### config.mk
export PLATFORM = sky130hd
export DESIGN_NAME = riscv_test_harness_ctrl
export DESIGN_NICKNAME = d
export VERILOG_FILES = /design/src/rtl/riscv_test_harness_ctrl.sv
export SDC_FILE = /design/constraint.sdc
export NUM_CORES = 1
export LEC_CHECK = 0
export ABC_AREA = 1
export CAP_MARGIN = 0
export CORE_MARGIN = 5
export CORE_UTILIZATION = 60
export CTS_BUF_LIST = sky130_fd_sc_hd__clkbuf_8
export DETAILED_ROUTE_END_ITERATION = 16
export DONT_BUFFER_PORTS = 1
export HOLD_SLACK_MARGIN = 0.08
export PLACE_DENSITY = 0.81
export SLEW_MARGIN = 15
export SYNTH_ARGS = -nofsm -noshare
export SYNTH_HDL_FRONTEND = slang
export SYNTH_SLANG_ARGS = --single-unit
### constraint.sdc
create_clock -name clk -period 1.8 [get_ports clk]
set_input_delay 0.18 -clock clk [delete_from_list [all_inputs] [get_ports clk]]
set_output_delay 0.18 -clock clk [all_outputs]
set_load 0.02 [all_outputs]
### src/rtl/riscv_test_harness_ctrl.sv
// riscv_test_harness_ctrl: sequences Core reset, watches tohost/ECALL for pass/fail, runs a watchdog and counters
module riscv_test_harness_ctrl #(
  parameter int              XLEN         = 32,
  parameter int              RESET_CYCLES = 1,
  parameter int              MAX_TICKS    = 5000,
  parameter logic [XLEN-1:0] TOHOST_ADDR  = 32'h0000_1000,
  parameter int              CNT_W        = 32,
  parameter int              AUTO_START   = 1
) (
  input  logic             clk,
  input  logic             rst,
  input  logic             start,
  input  logic             mem_we,
  input  logic [XLEN-1:0]  mem_addr,
  input  logic [XLEN-1:0]  mem_wdata,
  input  logic             retire_valid,
  input  logic             retire_ecall,
  input  logic [XLEN-1:0]  gp_value,
  output logic             core_rst,
  output logic             running,
  output logic             done,
  output logic             pass,
  output logic             timeout,
  output logic [XLEN-1:0]  fail_num,
  output logic [CNT_W-1:0] cycle_count,
  output logic [CNT_W-1:0] retire_count
);
  localparam int RW = (RESET_CYCLES > 1) ? $clog2(RESET_CYCLES) : 1;
  localparam logic [CNT_W-1:0] WD_LAST = CNT_W'((MAX_TICKS == 0) ? 0 : MAX_TICKS - 1);

  typedef enum logic [1:0] {IDLE, CRST, RUN, DONE} state_t;

  state_t            state_q, state_d;
  logic [RW-1:0]     rcnt_q, rcnt_d;
  logic              core_rst_q, core_rst_d;
  logic              running_q, running_d;
  logic              done_q, done_d;
  logic              pass_q, pass_d;
  logic              timeout_q, timeout_d;
  logic [XLEN-1:0]   fail_q, fail_d;
  logic [CNT_W-1:0]  cycle_q, cycle_d;
  logic [CNT_W-1:0]  retire_q, retire_d;
  logic              tohost_ev, ecall_ev, wd_ev;

  assign core_rst     = core_rst_q;
  assign running      = running_q;
  assign done         = done_q;
  assign pass         = pass_q;
  assign timeout      = timeout_q;
  assign fail_num     = fail_q;
  assign cycle_count  = cycle_q;
  assign retire_count = retire_q;

  // state and registered outputs; rst returns to IDLE with Core held in reset
  always_ff @(posedge clk) begin
    if (rst) begin
      state_q    <= IDLE;
      rcnt_q     <= '0;
      core_rst_q <= 1'b1;
      running_q  <= 1'b0;
      done_q     <= 1'b0;
      pass_q     <= 1'b0;
      timeout_q  <= 1'b0;
      fail_q     <= '0;
      cycle_q    <= '0;
      retire_q   <= '0;
    end else begin
      state_q    <= state_d;
      rcnt_q     <= rcnt_d;
      core_rst_q <= core_rst_d;
      running_q  <= running_d;
      done_q     <= done_d;
      pass_q     <= pass_d;
      timeout_q  <= timeout_d;
      fail_q     <= fail_d;
      cycle_q    <= cycle_d;
      retire_q   <= retire_d;
    end
  end

  // next state: reset sequencing, saturating counters, and prioritised result capture (tohost > ECALL > watchdog)
  always_comb begin
    state_d    = state_q;
    rcnt_d     = rcnt_q;
    core_rst_d = core_rst_q;
    running_d  = running_q;
    done_d     = done_q;
    pass_d     = pass_q;
    timeout_d  = timeout_q;
    fail_d     = fail_q;
    cycle_d    = cycle_q;
    retire_d   = retire_q;
    tohost_ev  = mem_we && (mem_addr == TOHOST_ADDR) && mem_wdata[0];
    ecall_ev   = retire_valid && retire_ecall;
    wd_ev      = (MAX_TICKS != 0) && (cycle_q == WD_LAST);
    case (state_q)
      IDLE: begin
        if ((AUTO_START != 0) || start) begin
          state_d = CRST;
          rcnt_d  = RW'(RESET_CYCLES - 1);
        end
      end
      CRST: begin
        if (rcnt_q == '0) begin
          state_d    = RUN;
          core_rst_d = 1'b0;
          running_d  = 1'b1;
          cycle_d    = '0;
          retire_d   = '0;
        end else begin
          rcnt_d = rcnt_q - RW'(1);
        end
      end
      RUN: begin
        cycle_d  = (&cycle_q) ? cycle_q : cycle_q + CNT_W'(1);
        retire_d = (retire_valid && !(&retire_q)) ? retire_q + CNT_W'(1) : retire_q;
        if (tohost_ev || ecall_ev || wd_ev) begin
          state_d    = DONE;
          core_rst_d = 1'b1;
          running_d  = 1'b0;
          done_d     = 1'b1;
        end
        if (tohost_ev) begin
          pass_d = (mem_wdata == XLEN'(1));
          fail_d = mem_wdata >> 1;
        end else if (ecall_ev) begin
          pass_d = (gp_value == XLEN'(1));
          fail_d = gp_value >> 1;
        end else if (wd_ev) begin
          timeout_d = 1'b1;
          pass_d    = 1'b0;
          fail_d    = '0;
        end
      end
      default: ;
    endcase
  end
endmodule
### Word-level counts from Yosys, hierarchy flattened

Cells that the tools add are included.

* output and inout bits: 101
* bits in registers: 104
* logic and storage cells: 68
* input port bits: 102

* muxes and demuxes: 22
* reductions and logical operators: 21
* add/subtract/negate cells: 3
* equal/unequal tests: 10
* bitwise logic cells: 2

Operators by type and width (count)
* 32-bit two-way mux: 6
* 32-bit case mux with 2 select lines: 2
* 32-bit by 1-bit adder with 32-bit output (second input constant): 2
* 32-bit by 1-bit equality test with 1-bit output (second input constant): 2
* 32-bit by 13-bit equality test with 1-bit output (second input constant): 2
* 32-bit AND reduction: 2
* 3-bit AND reduction: 4
* 1-bit two-way mux: 8
* 2-bit != test (second input constant): 4
* 1-bit case mux with 2 select lines: 3
* 2-bit case mux with 3 select lines: 1
* 3-bit nonzero test: 2
* 1-bit logical AND: 4
* 2-bit two-way mux: 2
* 2-bit AND reduction: 2
* 4-bit AND reduction: 1
* 2-bit nonzero test: 2
* 2-bit by 1-bit equality test with 1-bit output (second input constant): 1
* 2-bit equality test (second input constant): 1
* 2-bit zero test: 1
* 1-bit logical OR: 2
* 1-bit NOT: 2
* 1-bit zero test: 1
* 1-bit subtractor (second input constant): 1

### Depth between registers and ports, before layout

* depth after elaboration: 7
* gate-level depth with buffers: 13
* depth with buffers taken out: 13

### Worst setup path before layout

OpenSTA, ideal clock, no wires.

* path type: register -> register
* from: register retire_q[0], in the netlist retire_count[0]
* to: register retire_q[24], in the netlist retire_count[24]
* stages on the path, launching flop included: 13
* data arrival time: 1815 ps
* slack: -130 ps
* setup time: 116 ps
* buffers on the path: 2
* required time: 1684 ps
* cells stage by stage: dfxtp_1 ha_1 nand2_1 nor2_4 nand2_2 nor2_4 nand3_2 nand2_2 nand2_1 buf_6 buf_2 a21oi_1 nor2_1

* word-level cells in the longest chain between the ends: 5
* elaborated cells between the ends (all ways): 8
* classes of those cells: add/sub (1); eq/ne (1); mux (2); reduce/logical (4)

RTL lines
* start: declaration: line 42 `logic [CNT_W-1:0] retire_q, retire_d;`
* start signal: assignment: line 77 `retire_q <= retire_d;`
* branches (longest 5 deep; another with 32-bit by 1-bit adder with 32-bit output)

Several ways; the timed one is not identified. The select of a mux whose other input is x is not followed.
A chain may end at the register's enable or synchronous reset.

### Worst setup path in the final report

* from: register retire_q[0], in the netlist retire_count[0]
* to: register retire_q[21], in the netlist retire_count[21]

The elaborated chain is that of the path after synthesis.

==> results.md <==
* GRT overflow at 0
* Status: completed
* Core area at 0.0107 mm^2
* Hold Path Stages at 6
* Row count at 38
* Switch Pwr at 0.00246 W
* Root Driver: clkbuf_8
* FF+latch count, synth at ~100
* Worst EP required at 2080 ps
* Die height at 114 um
* Reg-to-reg endpoint: retire_count[21]$_SDFFE_PP0P_
* Worst Reg-to-Reg Cells at 12
* Switching Fraction at 37.3%
* CP arrival at 2060 ps
* CP Buf/Inv Count at 3
* Port bufs at 0
* DRT antenna net count at 0
* Max-slew violations at 0
* Critical path endpoint category: flip-flop
* Clk sinks at ~100
* Power Dens Cells at just over 800 mW/mm^2
* Avg Synthesized Cell Area at about 5.7 um^2
* Total track usage at 28.2%
* Internal at slightly above 0.004 W
* Nets at 1,344
* Critical path class: reg2reg
* Final instance area at 0.00807 mm^2
* Cells along the critical path: buf_4 > nand3_1 > inv_1 > nand2_1 > nor2_1 > inv_1 > nor2_1 > nand2_1 > nor2_2 > nand3_1 > nand2_1 > nor2_1
* Ant diodes at 0
* Worst path top cell family by delay: simple AND/OR/NAND/NOR gates
* Final Hold Vio Count at 0
* HP Class: in2reg
* Routed WL at 20,000 um
* Clk pwr share at a little under a quarter
* H-tree levels at 3
* Crit-path max FO at 4
* Die area at 0.0130 mm^2
* Total CTS buffers at 9
* Max_slew headroom at a little over a quarter
* Vias in the first global route at 6,722
* Slowest cell on crit path: dfxtp_4
* Synthesized cell area at 0.00650 mm^2
* Residual DRC at 0
* Sequential share of power at 39.8%
* R2r startpoint: retire_count[0]$_SDFFE_PP0P_
* Initial DRC count at 656
* Crit path launch type: flip-flop
* Clock Path Buffers at 2
* Synth Net Count at 1,247
* Routability cong. at 0.932
* First-pass GRT wire length at slightly above 30,000 um
* Via density per instance at about 5.5
* Final Cycle Share at 98.5%
* Post-synth top area share at 31.4%
* Die width at around 110 um
* Worst hold start: mem_wdata[18]
* Cell leakage power at 3.60 nW
* Register area share after synthesis at 31.4%
* Multi-input logic area at slightly below 0.004 mm^2
* Hold Path Sink: fail_num[17]$_SDFFE_PP0P_
* Clock slew at reported path FFs at 110 ps
* # setup viols final at 0
* Leading area contributor after synthesis: dfxtp_1
* Hpwl dp at approximately 14,000 um
* Initial Util at 60.5%
* Cell count after synthesis at 1,139
* Core Util, Final at 75.1%
* I/O pin count at roughly 200
* Largest net degree at the start of global routing at 38
* Synth cell types at 29
* MaxCap Viol Count at 0
* Vias at about 7,600
* Fin crit period at 1770 ps
* Synth top area cells: dfxtp_1 (31%), nand2_1 (22%), nor2_1 (14%), nand3_1 (8.6%), inv_1 (6.9%)
* DR pass1 iterations at 5
* Detailed-route wire length per cell at 14.5 um
* Later-pin clock latency in the skew report at 380 ps
* Initial antenna violation count at 0
* Worst R2R Setup Slack at about 26 ps
* CTS tree: done
* Worst VDD drop at 478 uV
* F_max at 564 MHz
* Comb power frac at 37.1%
* Area Overhead vs Synth at 24.0%
* Slowest stage delay, CP at 380 ps
* Clk_skew at 11.1 ps
* Dpl cell area at 0.00735 mm^2
* Synth warnings at 0
* Worst Tran Pin Value at roughly 1100 ps
* Fill cells at 873
* Layout cells sized above 1 at 18.8%
* Storage element area at 0.00208 mm^2
state kept, by name, summed over array words and instances, names as in the netlist:
| name | count |
|---|---|
| cycle_count | 32 |
| retire_count | 32 |
| fail_num | 31 |
| state_q | 2 |
| core_rst | 1 |
| done | 1 |
| pass | 1 |
| running | 1 |
| timeout | 1 |
synth_stat cells, drive strengths merged:
cell type and n:
nand4 21, inv 125, buf 19, nor2 240, nor3 18, xor2 6
nor4 3, nand3b 1, o21ai 13, ha 6, dfxtp 102, and2 1
nand2 385, clkbuf 21, conb 1, a21oi 62, nand3 115
cell type report:
type	instances	share of cell area, %
multi-input cells	872	49.2
well taps	140	2.17
clock inverters	6	0.869
repair buffers	126	14.3
inverters	125	5.93
flip-flops and latches	102	25.8
clock buffers	10	1.71
metrics by stage:
stage                     hold WS (ps)  total power [W]  cells  setup TNS [ps]  worst slack [ps]
after global routing               154          0.00689   1381            -945             -81.8
after detailed placement           249          0.00439   1343            -531             -34.0
final                              122          0.00659   1381               0              26.1
after floorplan                    457          0.00388   1139               0              6.74
after global placement             249          0.00435   1343               0              24.6
after CTS                          113          0.00603   1362               0              26.7
worst max-delay path by stage:
stage / start / endpoint / slack (ps) / depth (start not counted)
2_1_floorplan: retire_count[0]$_SDFFE_PP0P_ / retire_count[24]$_SDFFE_PP0P_ / 7 / 12
3_3_place_gp: cycle_count[1]$_SDFFE_PP0P_ / fail_num[19]$_SDFFE_PP0P_ / 20 / 12
3_5_place_dp: cycle_count[1]$_SDFFE_PP0P_ / fail_num[22]$_SDFFE_PP0P_ / -30 / 12
4_1_cts: cycle_count[4]$_SDFFE_PP0P_ / cycle_count[21]$_SDFFE_PP0P_ / 30 / 11
5_1_grt: retire_count[0]$_SDFFE_PP0P_ / retire_count[31]$_SDFFE_PP0P_ / -80 / 12
6_report: retire_count[0]$_SDFFE_PP0P_ / retire_count[21]$_SDFFE_PP0P_ / 30 / 12
layout by cell type, fill, tap and decap left out, types with 3 or more instances in the layout:
cell type,n
inv_1,116
clkbuf_8,10
inv_2,7
nand2_2,9
xor2_1,6
a21oi_1,59
buf_6,4
buf_12,7
nor3_1,13
nor2_1,213
nand2_1,369
buf_4,107
dfxtp_2,21
dfxtp_4,4
nand3_2,3
nor2_4,4
nor2_2,23
nand2_4,6
nand3_1,111
clkinvlp_4,3
ha_1,3
o21ai_0,13
nor4_1,3
dfxtp_1,77
clkbuf_16,5
nor3_2,3
nand4_1,21
worst register-to-register path: cells and delay by family, from the launching register on:
kind,cells,cell delay (ps)
buffers and inverters,3,330
flip-flops,1,380
AND/OR/NAND/NOR,9,990
cell families after synthesis:
family | after synthesis | synth area share (%)
buf+inv | 165 | 10.5
other cells | 1 | 0.0576
flops | 102 | 31.4
compound gates | 75 | 5.94
simple gates | 784 | 50.2
xor+xnor | 6 | 0.808
fa+ha+maj | 6 | 1.15
power groups by stage:
stage	sequential (W)	combinational, W	clock [W]
floorplan	0.00265	0.00123	0
global placement	0.00266	0.00168	0
detailed placement	0.00267	0.00172	0
CTS	0.00262	0.00187	0.00154
global route	0.00264	0.00262	0.00163
finish	0.00262	0.00244	0.00152
metal layers:
metal	track usage, %	up-vias	part of all wire (%)
li1	-	3745	-
met1	34.7	3374	38
met2	49.5	385	49
met3	5.60	50	10
met4	8.95	0	2.6
met5	0	-	0
what timing repair did:
action	4_1_cts	5_1_grt
buffers inserted	1	12
pin swaps	1	18
cloned	1	7
hold endpoints to repair	23	0
resized for setup	9	72
endpoints found under the setup margin	47	94
hold buffers	1	0
(Power assumes the default switching activity.)
